### config.mk
export PLATFORM = sky130hd
export DESIGN_NAME = fan_speed_writer
export DESIGN_NICKNAME = d
export VERILOG_FILES = /design/src/rtl/fan_speed_writer.sv
export SDC_FILE = /design/constraint.sdc
export NUM_CORES = 1
export LEC_CHECK = 0
export BUFFER_PORTS_ARGS = -buffer_cell sky130_fd_sc_hd__clkbuf_2
export CAP_MARGIN = 20
export CORE_MARGIN = 8
export CORE_UTILIZATION = 58
export DETAILED_ROUTE_END_ITERATION = 8
export GPL_TIMING_DRIVEN = 0
export MAX_ROUTING_LAYER = met4
export PLACE_DENSITY_LB_ADDON = 0.05
export SYNTH_ARGS = -nofsm -noshare
export SYNTH_HDL_FRONTEND = slang
export SYNTH_SLANG_ARGS = --single-unit
### constraint.sdc
create_clock -name clk -period 4.49 [get_ports clk]
set_input_delay 0.898 -clock clk [delete_from_list [all_inputs] [get_ports clk]]
set_output_delay 0.898 -clock clk [all_outputs]
set_load 0.03 [all_outputs]
### src/rtl/fan_speed_writer.sv
// -----------------------------------------------------------------------------
// fan_speed_writer
//
// Purpose:
//   Write side of the fan speed interface. An 8-bit speed write is steered to
//   one of four target registers by a one-hot fan selection. The targets feed
//   the read mux directly, so a readback returns the last value written. Each
//   fan has a PWM output driven from an active duty register. Active duty is
//   reloaded from the target only at a PWM period boundary, so an output never
//   glitches mid-period.
//
// Optional feature (macro FAN_SOFT_START_EN):
//   When defined, each active duty steps by 1 toward its target at every
//   period boundary instead of jumping straight to it. When undefined, the
//   active duty loads the target directly at the boundary.
//
// Parameters:
//   PRESCALE      clk cycles per PWM counter tick (1..65535)
//
// Ports:
//   clk           system clock
//   reset         synchronous, active-high reset (dominates all inputs)
//   speed_in      [7:0] speed value to write
//   fan_selection [3:0] one-hot fan select, bit i = fan i
//   write         write strobe, sampled on rising clk
//   speed_fan0..3 [7:0] target speed per fan (to read mux)
//   pwm_out       [3:0] PWM drive, bit i drives fan i
//   write_err     one-cycle pulse after a rejected write
// -----------------------------------------------------------------------------
module fan_speed_writer #(
    parameter int PRESCALE = 4
) (
    input  logic       clk,
    input  logic       reset,
    input  logic [7:0] speed_in,
    input  logic [3:0] fan_selection,
    input  logic       write,
    output logic [7:0] speed_fan0,
    output logic [7:0] speed_fan1,
    output logic [7:0] speed_fan2,
    output logic [7:0] speed_fan3,
    output logic [3:0] pwm_out,
    output logic       write_err
);

    localparam logic [15:0] PRESCALE_LAST = 16'(PRESCALE - 1);
    localparam logic [7:0]  COUNT_LAST    = 8'd254;

    // Write handshake: write is a plain strobe with no ready / back-pressure.
    // Every rising edge with write=1 is a write attempt; it is accepted when
    // fan_selection is exactly one-hot and rejected (write_err pulse) otherwise.

    logic [15:0] prescaler;
    logic [7:0]  pwm_count;
    logic [7:0]  target      [4];
    logic [7:0]  active_duty [4];

    logic tick;
    logic boundary;
    logic sel_valid;

    assign tick     = (prescaler == PRESCALE_LAST);
    // Last tick of a period: the counter wraps and active duties reload.
    assign boundary = tick && (pwm_count == COUNT_LAST);

    // Exactly one bit set: non-zero and clearing the lowest set bit leaves zero.
    assign sel_valid = (fan_selection != 4'd0) &&
                       ((fan_selection & (fan_selection - 4'd1)) == 4'd0);

    assign speed_fan0 = target[0];
    assign speed_fan1 = target[1];
    assign speed_fan2 = target[2];
    assign speed_fan3 = target[3];

    always_ff @(posedge clk) begin
        if (reset) begin
            prescaler <= 16'd0;
            pwm_count <= 8'd0;
            pwm_out   <= 4'd0;
            write_err <= 1'b0;
            for (int i = 0; i < 4; i++) begin
                target[i]      <= 8'd0;
                active_duty[i] <= 8'd0;
            end
        end else begin
            write_err <= write && !sel_valid;

            if (write && sel_valid) begin
                for (int i = 0; i < 4; i++) begin
                    if (fan_selection[i]) begin
                        target[i] <= speed_in;
                    end
                end
            end

            if (tick) begin
                prescaler <= 16'd0;
                // Period is 255 ticks; value 255 is never reached so that
                // duty 255 yields a constant-high output.
                if (pwm_count == COUNT_LAST) begin
                    pwm_count <= 8'd0;
                end else begin
                    pwm_count <= pwm_count + 8'd1;
                end
            end else begin
                prescaler <= prescaler + 16'd1;
            end

            // Registered compare using pre-edge counter and duty values.
            for (int i = 0; i < 4; i++) begin
                pwm_out[i] <= (pwm_count < active_duty[i]);
            end

            // The reload reads the pre-edge target, so a write landing on the
            // boundary edge only takes effect at the following boundary.
            if (boundary) begin
                for (int i = 0; i < 4; i++) begin
`ifdef FAN_SOFT_START_EN
                    if (active_duty[i] < target[i]) begin
                        active_duty[i] <= active_duty[i] + 8'd1;
                    end else if (active_duty[i] > target[i]) begin
                        active_duty[i] <= active_duty[i] - 8'd1;
                    end
`else
                    active_duty[i] <= target[i];
`endif
                end
            end
        end
    end

endmodule

* Word-level counts from Yosys, hierarchy flattened
Memories as Yosys holds them, arrays and structs flattened.
Cells that the tools add are included.
** Storage, ports and cells
- Register bits :: 29
- Word-level logic and storage cells :: 62
- Input port bits :: 15
- Output and inout bits :: 37
- Bits in writable memories :: 64
- Memories kept :: 2
** Memories
- active_duty :: words 4, width 8, rd ports 4, clocked after memory_dff 0, wr ports 4, RTL line 56 : logic [7:0] active_duty [4];
- target :: words 4, width 8, rd ports 4, clocked after memory_dff 0, wr ports 4, RTL line 55 : logic [7:0] target [4];
** Cells by class
- $add $sub $neg :: 3
- Bitwise logic cells :: 9
- Order comparisons :: 4
- Equal/unequal tests :: 2
- Reduce and logical (&&, ||, !) cells :: 8
- Multiplexer cells :: 30
** Operators by type and width (number)
- 8-bit 2-to-1 mux :: 9
- 8-bit less-than comparator :: 4
- 1-bit 2-to-1 mux :: 21
- 16-bit by 1-bit adder with 16-bit output, second input constant :: 1
- 16-bit by 2-bit equality test with 1-bit output, second input constant :: 1
- 8-bit by 1-bit adder with 8-bit output, second input constant :: 1
- 8-bit equality test, second input constant :: 1
- 1-bit OR :: 8
- 4-bit AND :: 1
- 1-bit logical AND :: 4
- 4-bit logical NOT :: 1
- 4-bit nonzero test :: 1
- 4-bit by 1-bit subtractor with 4-bit output, second input constant :: 1
- 2-bit OR reduction :: 1
- 1-bit logical NOT :: 1

* Depth between registers and ports, before layout
- Depth after elaboration :: 9
- Mapped depth :: 8
- Gate-level depth less buffers :: 6

* Worst setup path after synthesis
No wires, ideal clock.
- Path type :: register to register
- From :: register prescaler[0]
- To :: memory active_duty[0][0] (enable)
- Arrival :: 2.710 ns
- Setup time :: 0.428 ns
- Cell stages (with the launch flop) :: 6
- Clock period less this slack :: 3.138 ns
- Setup slack :: 1.352 ns
- Data required time :: 4.062 ns
- Buffers on the path :: 1
- Cells stage by stage :: dfxtp_1 ha_1 nor4b_2 nand4_2 buf_2 o21bai_1
** RTL lines
- start: declaration :: RTL line 53 : logic [15:0] prescaler;
- start signal: assignment :: RTL line 106 : prescaler <= prescaler + 16'd1;
- end: declaration :: RTL line 56

==> results.toml <==
[status]
outcome = "complete, no violations"

[floorplanning]
die_w_microns = 103
rows = 32
dieArea_sq_mm = 0.0107
ios = 52
die_h_microns = 103
start_util = 0.587
fp.coreArea_sq_mm = 0.00757

[drt]
wl_per_cell_microns = 15.1
drt_iter0_drc = 104
drc = 0
drtPass1Iterations = 4
via_per_inst = 5.38
drt_wl_total_microns = 8520
via_count = 3031
ant_nets = 0

[place]
finalWeightedCongestion = 0.840
hpwl_microns = 6420
port_buffers = 51
postPlaceCellArea_sq_mm = 0.00483
place_inst = 547
dpl_worst_slack_ns = 1.61

[sta]
setup_violations = 0
worst_slew_pin_slew_ns = 0.854
rsz0062_at_grt = "no"
finalCritPeriodShare = 0.569
hold_violations = 0
layout_min_cycle_time_ns = 2.55
finalClockSkew_ns = 0.0122
fmax_mhz = 392
slew_violations = 0
setup_slack_ns = 1.94
tns_ns = 0
slew_headroom = 0.429

[synthesis]
avgSynthCellArea_sq_um = 11.3
postSynthCellCount = 394
synth_top_area_share = 0.433
ys_ff_latch = 93
synth-async-reset-ratio = 0
synth_area_sq_mm = 0.00444
synthTopCellsByArea = "edfxtp_1 43%, dfxtp_1 13%, ha_1 8.7%, and2_1 5.8%, nor2_1 3.5%"
synthAdderAreaFrac = 0.0874
ys_dominant_reg_cell = "edfxtp_1"
synth_top_cell_by_area = "edfxtp_1"
yosys.area_share.simple = 0.200
synth_fp_nets = 440
synth_cell_type_count = 45
synth-compound-area-share = 0.0854
synth_top_family_by_area = "simple AND/OR/NAND/NOR gates"
ys_warn_count = 0
synth_edf_count = 64
synth.area.mux_share = 0
synth_xor_area_frac = 0.0237
ys_seq_area_frac = 0.564

[worst_hold_path]
hold_class = "reg -> reg"

[clock_tree]
clkTransAtPathRegs_ns = 0.10
postCtsSetupBuffers = 0
cts_resized = 0
cts_tree = "done"
cts_sinks = 93
h-tree-depth = 3
cts.root.buffer_cell = "clkbuf_8"
clockBufferDepth = 2
holdBufCountCts = 0
clkLatencyLatePin_ns = 0.36
cts_buffers = 9

[global_routing]
grt_max_degree = 33
use_met3 = 0.0442
antenna_found_initial = 0
grt_overflow_total = 0
grt_use_total = 0.180
gr-usage-met1 = 0.205
grt_use_met2 = 0.297
grt_busiest_layer = "met2"
grt_pass1_wl_microns = 14000
grt_pass1_vias = 3034

[worst_setup_path]
cp-startpoint = "prescaler[0]"
worstPathRequired_ns = 4.47
path_class = "reg -> reg"
crit_end = "active_duty[0][1]"
rr_worst_depth = 5
setup.worst_path.start_class = "flop"
reg2reg_setup_slack_ns = 1.94
rr_startpoint = "prescaler[0]"
critPathMaxFanout = 32
crit_arrival_ns = 2.54
endpoint_kind = "flop"
r2r-end = "active_duty[0][1]"

[power]
power_uw = 1620
power_frac_seq = 0.594
clkPwrFrac = 0.318
p_sw_uw = 424
p_leak_uw = 0.00204
cellPowerDensity_mw_per_mm2 = 324
peakVddDrop_mv = 0.182
p_int_uw = 1200
swShare = 0.261
combPwrFrac = 0.088

[layout]
design_area_sq_mm = 0.00501
layout.nets = 502
diodes = 0
layout-drive-gt1-share = 0.178
area_growth_pct = 12.9
finalNonFillerCells = 563

[job]
maxCapViolCount = 0
[cells in the mapped netlist (2+ instances only)]
library cell and instances:
nand2_1 18, o2bb2a_1 2, nand4_1 4, a21o_1 4, nand3_1 8, ha_1 31
nor2b_1 2, xor2_1 7, clkbuf_2 4, buf_2 3, and2_1 41, nor2_1 41
o21a_1 8, o21ai_0 9, and4_1 3, or4_1 12, a31o_2 2, or3_1 5
a211oi_1 4, inv_1 34, nor3_1 2, xnor2_1 5, clkbuf_1 4, and3_1 5
edfxtp_1 64, a21oi_1 18, dfxtp_1 29, o21bai_1 2, nand2b_1 4, o2111ai_1 4
[worst min-delay path by stage]
stage | startpoint | endpoint | depth (start not counted)
CTS | prescaler[0] | prescaler[0] | 1
global placement | prescaler[0] | prescaler[0] | 1
detailed placement | prescaler[0] | prescaler[0] | 1
finish | prescaler[0] | prescaler[0] | 1
global route | prescaler[0] | prescaler[0] | 1
floorplan | prescaler[0] | prescaler[0] | 1
[sequential cells by signal, indices dropped and copies added (netlist names)]
name         flops
pwm_count        8
prescaler       16
pwm_out          4
target          32
active_duty     32
write_err        1
[cell usage in the layout, fill, tap and decap left out, types with 7 or more instances in the layout]
cell type and n:
o21ai_0 9, nor2_1 41, edfxtp_1 64, nand3_1 8
nand2_1 18, clkbuf_8 9, clkbuf_2 55, inv_1 34
and2_1 41, a21oi_1 18, o21a_1 8, ha_1 31
dfxtp_1 29, xor2_1 7, or4_1 12
[per-stage QoR]
step	hold slack, ns	utilization
floorplan	0.413	-
global placement	0.423	0.637
detailed placement	0.434	0.639
CTS	0.448	0.663
global route	0.479	0.663
finish	0.447	0.663
[power by group through the flow]
stage | Clock, uW | Combinational [uW] | Sequential [uW]
4_1_cts | 528 | 145 | 966
3_5_place_dp | 0 | 144 | 985
6_report | 516 | 143 | 966
5_1_grt | 549 | 156 | 970
3_3_place_gp | 0 | 140 | 986
2_1_floorplan | 0 | 53.9 | 1020
[worst max-delay path: stages (launching register included)]
cell and delay, ns:
dfxtp_1 0.36, ha_1 0.28, nor4b_2 0.27, nand4_2 0.28, buf_2 0.28, o21bai_4 0.68
[layout make-up]
type | count | area (sq um)
clock inverters | 6 | 52.6
multi-input cells | 256 | 1770
inverters | 34 | 128
repair buffers | 51 | 255
flip-flops and latches | 93 | 2500
clock buffers | 10 | 128
plain buffers | 11 | 50.0
fillers | 593 | 2550
well taps | 102 | 128
[cells by family (layout without fill, tap and decap cells)]
group                      count (synthesis)  after routing
AOI/OAI and AO/OA                         57             57
xor gates and xnor gates                  12             12
adders and majority gates                 31             31
buffers and inverters                     45            112
DFF                                       93             93
and+or+nand+nor                          156            156
[per-layer routing]
| metal | share of wire | up-vias |
|---|---|---|
| li1 | - | 1520 |
| met1 | 0.44 | 1412 |
| met2 | 0.49 | 84 |
| met3 | 0.050 | 15 |
| met4 | 0.018 | 0 |
| met5 | 0 | - |
No activity file was read; power rests on OpenSTA's default activity.
